### src/rtl/sbox_rr_arbiter.sv
// sbox_rr_arbiter: one shared sbox9 behind a round-robin, valid/ready front end.
// Holds each result in a registered response slot tagged with the requester ID.
//
// sbox9 ports:
//   x_i        in   9      operand
//   y_o        out  9      substituted value
//
// sbox_rr_arbiter ports:
//   clk        in   1           rising-edge clock
//   rst_n      in   1           asynchronous reset, active low
//   req_valid  in   NREQ        per-requester request valid
//   req_ready  out  NREQ        per-requester accept, one-hot or zero
//   req_data   in   NREQ*WIDTH  operand of requester i at [i*WIDTH +: WIDTH]
//   rsp_valid  out  1           response slot holds a result
//   rsp_ready  in   1           consumer takes the response
//   rsp_data   out  WIDTH       sbox9 of the accepted operand
//   rsp_id     out  IDW         index of the requester served
//   served_cnt out  CNTW        accepted lookups, wraps at 2**CNTW

module sbox9 (
   input  logic [8:0] x_i,
   output logic [8:0] y_o
);

   // Power map y = x^5 in GF(2^9) modulo x^9 + x^4 + 1, then an affine XOR.
   // gcd(5, 511) = 1, so the map is a bijection on all 512 inputs.
   localparam logic [8:0] RED = 9'h011;
   localparam logic [8:0] AFF = 9'h0A5;

   function automatic logic [8:0] gf_mul(
      input logic [8:0] a,
      input logic [8:0] b
   );
      logic [8:0] p;
      logic [8:0] s;
      p = '0;
      s = a;
      for (int i = 0; i < 9; i++) begin
         if (b[i]) p = p ^ s;
         s = {s[7:0], 1'b0} ^ (s[8] ? RED : 9'h000);
      end
      return p;
   endfunction

   logic [8:0] x2;
   logic [8:0] x4;
   logic [8:0] x5;

   always_comb begin
      x2  = gf_mul(x_i, x_i);
      x4  = gf_mul(x2, x2);
      x5  = gf_mul(x4, x_i);
      y_o = x5 ^ AFF;
   end

endmodule

module sbox_rr_arbiter #(
   parameter int WIDTH = 9,
   parameter int NREQ  = 4,
   parameter int IDW   = 2,
   parameter int CNTW  = 16
) (
   input  logic                  clk,
   input  logic                  rst_n,
   input  logic [NREQ-1:0]       req_valid,
   output logic [NREQ-1:0]       req_ready,
   input  logic [NREQ*WIDTH-1:0] req_data,
   output logic                  rsp_valid,
   input  logic                  rsp_ready,
   output logic [WIDTH-1:0]      rsp_data,
   output logic [IDW-1:0]        rsp_id,
   output logic [CNTW-1:0]       served_cnt
);

   localparam logic ST_EMPTY = 1'b0;
   localparam logic ST_FULL  = 1'b1;
   localparam int   PW       = IDW + 1;

   logic             state_q,  state_d;
   logic [IDW-1:0]   rr_ptr_q, rr_ptr_d;
   logic [WIDTH-1:0] data_q,   data_d;
   logic [IDW-1:0]   id_q,     id_d;
   logic [CNTW-1:0]  cnt_q,    cnt_d;

   logic             found;
   logic [IDW-1:0]   gnt;
   logic [PW-1:0]    idx;
   logic             can_accept;
   logic             accept;
   logic [WIDTH-1:0] operand;
   logic [WIDTH-1:0] sbox_y;

   // Rotating priority search from rr_ptr. The index is one bit wider
   // than an ID so the wrap at NREQ works for non-power-of-two NREQ.
   always_comb begin
      found = 1'b0;
      gnt   = '0;
      idx   = '0;
      for (int k = 0; k < NREQ; k++) begin
         idx = {1'b0, rr_ptr_q} + PW'(k);
         if (idx >= PW'(NREQ)) idx = idx - PW'(NREQ);
         if (!found && req_valid[idx[IDW-1:0]]) begin
            found = 1'b1;
            gnt   = idx[IDW-1:0];
         end
      end
   end

   // rst_n gates acceptance so nothing is handed out during reset.
   assign can_accept = (state_q == ST_EMPTY) | rsp_ready;
   assign accept     = rst_n & found & can_accept;

   always_comb begin
      req_ready = '0;
      if (accept) req_ready[gnt] = 1'b1;
   end

   // The only path from req_data: the operand mux into the one S-box.
   always_comb begin
      operand = req_data[int'(gnt)*WIDTH +: WIDTH];
   end

   sbox9 u_sbox (
      .x_i (operand),
      .y_o (sbox_y)
   );

   always_comb begin
      state_d  = state_q;
      rr_ptr_d = rr_ptr_q;
      data_d   = data_q;
      id_d     = id_q;
      cnt_d    = cnt_q;
      unique case (state_q)
         ST_EMPTY: begin
            if (accept) state_d = ST_FULL;
         end
         ST_FULL: begin
            if (rsp_ready && !accept) state_d = ST_EMPTY;
         end
         default: state_d = ST_EMPTY;
      endcase
      if (accept) begin
         data_d = sbox_y;
         id_d   = gnt;
         cnt_d  = cnt_q + 1'b1;
         if (gnt == IDW'(NREQ - 1)) rr_ptr_d = '0;
         else                       rr_ptr_d = gnt + 1'b1;
      end
   end

   always_ff @(posedge clk or negedge rst_n) begin
      if (!rst_n) begin
         state_q  <= ST_EMPTY;
         rr_ptr_q <= '0;
         data_q   <= '0;
         id_q     <= '0;
         cnt_q    <= '0;
      end else begin
         state_q  <= state_d;
         rr_ptr_q <= rr_ptr_d;
         data_q   <= data_d;
         id_q     <= id_d;
         cnt_q    <= cnt_d;
      end
   end

   assign rsp_valid  = (state_q == ST_FULL);
   assign rsp_data   = data_q;
   assign rsp_id     = id_q;
   assign served_cnt = cnt_q;

endmodule

### config.mk
export PLATFORM = sky130hd
export DESIGN_NAME = sbox_rr_arbiter
export DESIGN_NICKNAME = d
export VERILOG_FILES = /design/src/rtl/sbox_rr_arbiter.sv
export SDC_FILE = /design/constraint.sdc
export NUM_CORES = 1
export LEC_CHECK = 0
export BUFFER_PORTS_ARGS = -buffer_cell sky130_fd_sc_hd__buf_2
export CORE_MARGIN = 2
export CORE_UTILIZATION = 34
export CTS_CLUSTER_DIAMETER = 40
export CTS_CLUSTER_SIZE = 28
export DETAILED_ROUTE_END_ITERATION = 16
export SLEW_MARGIN = 10
export SYNTH_ARGS = -nofsm -noshare
export SYNTH_HDL_FRONTEND = slang
export SYNTH_SLANG_ARGS = --single-unit
export TNS_END_PERCENT = 5
### constraint.sdc
create_clock -name clk -period 12.7 [get_ports clk]
set_input_delay 2.54 -clock clk [delete_from_list [all_inputs] [get_ports clk]]
set_output_delay 2.54 -clock clk [all_outputs]
set_load 0.005 [all_outputs]
==> impl_results.md <==
- Outcome: finished clean
- First-pass DRT Iterations: 4
- Syn avg cell area: 8.43 sq um
- Final setup vio count: 0
- Hold Path Depth: 1
- Most frequent cells in the layout: 74 x buf_2, 70 x xnor2_1, 52 x nor2_1, 39 x nand2_1, 30 x dfrtp_1
- Worst Hold Path EP: served_cnt[15]$_DFFE_PN0P_
- Worst path top cell family by delay: XOR/XNOR gates
- Worst Path Required: 12.86 ns
- Synth Area in XOR/XNOR: a little under a third
- Yosys top cell area share: 18.2%
- Avg WL per Cell: 16.0 um
- Final antenna-violating net count: 0
- Share of cells above drive strength 1: about a quarter
- FF-to-FF path depth: 24
- Vias in the first global route: about 3,700
- Placed cell area: 4590 sq um
- Maxcap violations: 0
- # H-tree levels: 2
- Post-cts sizing count: 0
- Crit-path slowest cell: xnor2_2
- Simple-gate share of the synthesized area: 19.9%
- Fin worst setup slack: 3.19 ns
- Flop2flop setup slack: 5.12 ns
- Antenna diode count: 0
- Synth area leaders: dfrtp_1 18%, xnor2_1 15%, mux2i_1 5.1%, xnor3_1 4.9%, nor2_1 4.7%
- CTS sink cnt: 30
- Site Rows: 40
- Worst setup path class: in2reg
- HP Class: reg2reg
- Die footprint: roughly 13,000 sq um
- CTS tree: done
- Max-slew violations: 0
- RSZ-0062 raised after global routing: false
- Total gr overflow: 0
- Placed cells: 689
- Post-Synth Adder-Cell Area: ~2.7%
- Crit path arrival time: 9.67 ns
- Multiplexer area fraction after synthesis: 8.09%
- Max-slew headroom: between 20% and 30%
- Library cells used by synthesis: 63
- R2r startpoint: rr_ptr_q[1]$_DFFE_PN0P_
- Hold Violations, Final: 0
- DP Worst Slack: 2.95 ns
- Post-DP HPWL: 8530 um
- Register area share after synthesis: 18.2%
- Core area: 11,900 sq um
- Area Growth Syn to Fin: 14.7%
- Commonest non-fill, non-tap cell in the layout: buf_2
- Post-route DRC: 0
- Post-synthesis register bit count: 30
- Post-route cell area: around 4700 sq um
- Root buf cell: clkbuf_16
- Worst r2r dst: rsp_data[8]$_DFFE_PN0P_
- Initial Utilization: 34.7%
- Dominant cell type by area after synthesis: dfrtp_1
- Number of buffers created by CTS: 5
- Main combinational cell family by area after synthesis: XOR/XNOR gates
- Final non-filler cell total: 697
- Ports: 75
- First-pass GRT wire length: 18,300 um
- Fin nets: 601
- Vias/cell: 5.39
- Ys flop type: dfrtp_1
- Synth Instances: 490
- Element type at the critical path end: flop
- Fill count: 1,181
- Syn_nets: 542
- Worst-Margin Slew: about 1.1 ns
- Chip width: 114 um
- Hold_buf cts: 0
- Final Critical Period: 9.51 ns
- Crit Path Max Fanout: 17
- Vias after detailed routing: between 3,000 and 4,000
- Worst clock skew: about 0.0065 ns
- Period utilization: 74.9%
- Initial antenna violation count: 0
- Die H: 114 um
- Highest cell delay on the worst timing path: 0.74 ns
- Post-synth EDFFs: 0
- GP Congestion: 0.928
- Fmax: approximately 0.11 GHz
- Area of the mapped netlist: 4130 sq um
- Largest net degree at the start of global routing: 32
- Hold Startpoint: served_cnt[15]$_DFFE_PN0P_
- Initial DRC count: 347
- Most frequent CP cell: xor2_1
- PortBufs: 74
- GRT Total Usage: 17.2%
- Post CTS Setup Buffer Count: 0
- Clk buf depth: 2
- Clk Latency, worst-skew pair: 0.27 ns
- Async SR Flop Fraction: 100%
- Type of origin of the critical path: primary input
- Warnings, synthesis: 0
- Final WL: approximately 11,000 um
- Clk pin slew, worst setup/hold paths: 0.05 ns
- Critical path buffer and inverter count: 4
- Compound-Gate Fraction of Synth Area: 16.3%
- TNS Setup: 0 ns
[sequential cells by signal, indices dropped and copies added, names as in the netlist]
name        count
served_cnt     16
rsp_data        9
rr_ptr_q        2
rsp_id          2
rsp_valid       1
[final cells by class]
| class | count | area (sq um) | share of cell area [%] |
|---|---|---|---|
| timing repair buffer | 78 | 400 | 8.45 |
| sequential | 30 | 751 | 15.8 |
| tap | 147 | 184 | 3.88 |
| inverter | 14 | 55.1 | 1.16 |
| clock buffer | 6 | 139 | 2.93 |
| multi-input combinational | 420 | 3200 | 67.5 |
| clock inverter | 2 | 12.5 | 0.264 |
[worst max-delay path by stage]
stage / to / depth (start not counted) / from
6_report: rsp_data[8]$_DFFE_PN0P_ / 25 / req_valid[0]
3_5_place_dp: rsp_data[8]$_DFFE_PN0P_ / 25 / req_valid[0]
3_3_place_gp: rsp_data[8]$_DFFE_PN0P_ / 23 / req_valid[0]
5_1_grt: rsp_data[8]$_DFFE_PN0P_ / 25 / req_valid[0]
2_1_floorplan: rsp_data[6]$_DFFE_PN0P_ / 27 / req_valid[1]
4_1_cts: rsp_data[8]$_DFFE_PN0P_ / 25 / req_valid[0]
[layer usage]
metal  part of all wire (%)  track usage [%]  up-vias
li1                       -                -     1826
met1                     47             23.2     1776
met2                     46             28.6      130
met3                    5.2             2.06       22
met4                    2.4             5.45        0
met5                      0                0        -
[through the flow]
stage / hold slack (ns) / utilization (%)
floorplan: 0.465 / -
global placement: 0.454 / 38.5
detailed placement: 0.460 / 38.5
CTS: 0.480 / 39.8
global route: 0.504 / 39.8
finish: 0.478 / 39.8
[Yosys cell counts (4+ instances only)]
cell type and n:
nand3_1 19, mux2_2 11, a211oi_1 4, buf_4 4
nand2_1 39, and3_1 6, a22oi_1 4, inv_2 4
mux2i_1 21, dfrtp_1 30, o22ai_1 12, and2_1 8
nand4_1 7, buf_2 6, ha_1 9, a21o_1 5
nor2_1 52, nor3_1 17, xnor3_1 9, xor2_1 21
xnor2_1 70, o21ai_0 12, xnor2_2 9, nand2b_1 5
clkbuf_1 14, inv_1 9, a21oi_1 28
[kinds of logic (layout without fill, tap and decap cells)]
group	count (synthesis)	in the layout
xor+xnor	114	114
flops	30	30
simple gates	170	170
mux	32	32
compound gates	95	95
fa+ha+maj	9	9
buf+inv	40	100
[worst reg2reg max path, stage by stage (launching register included)]
cell and delay (ns):
dfrtp_1 0.44, and2_4 0.18, o21a_1 0.20, nor3_4 0.61, inv_4 0.20, a21o_1 0.25, and2_1 0.40, inv_2 0.39
nor3_1 0.12, o32ai_2 0.42, xnor2_2 0.19, xnor2_2 0.43, inv_2 0.21, ha_1 0.43, xnor2_1 0.30, xor2_1 0.38
xnor3_1 0.33, nand2b_1 0.13, xnor2_2 0.74, nor2_1 0.13, xor2_1 0.22, xnor2_1 0.20, xor2_1 0.20, xor2_1 0.09
mux2_2 0.27
Power is not shown: default switching activity piles up to over one toggle a cycle in this logic, so the estimate is an artifact.
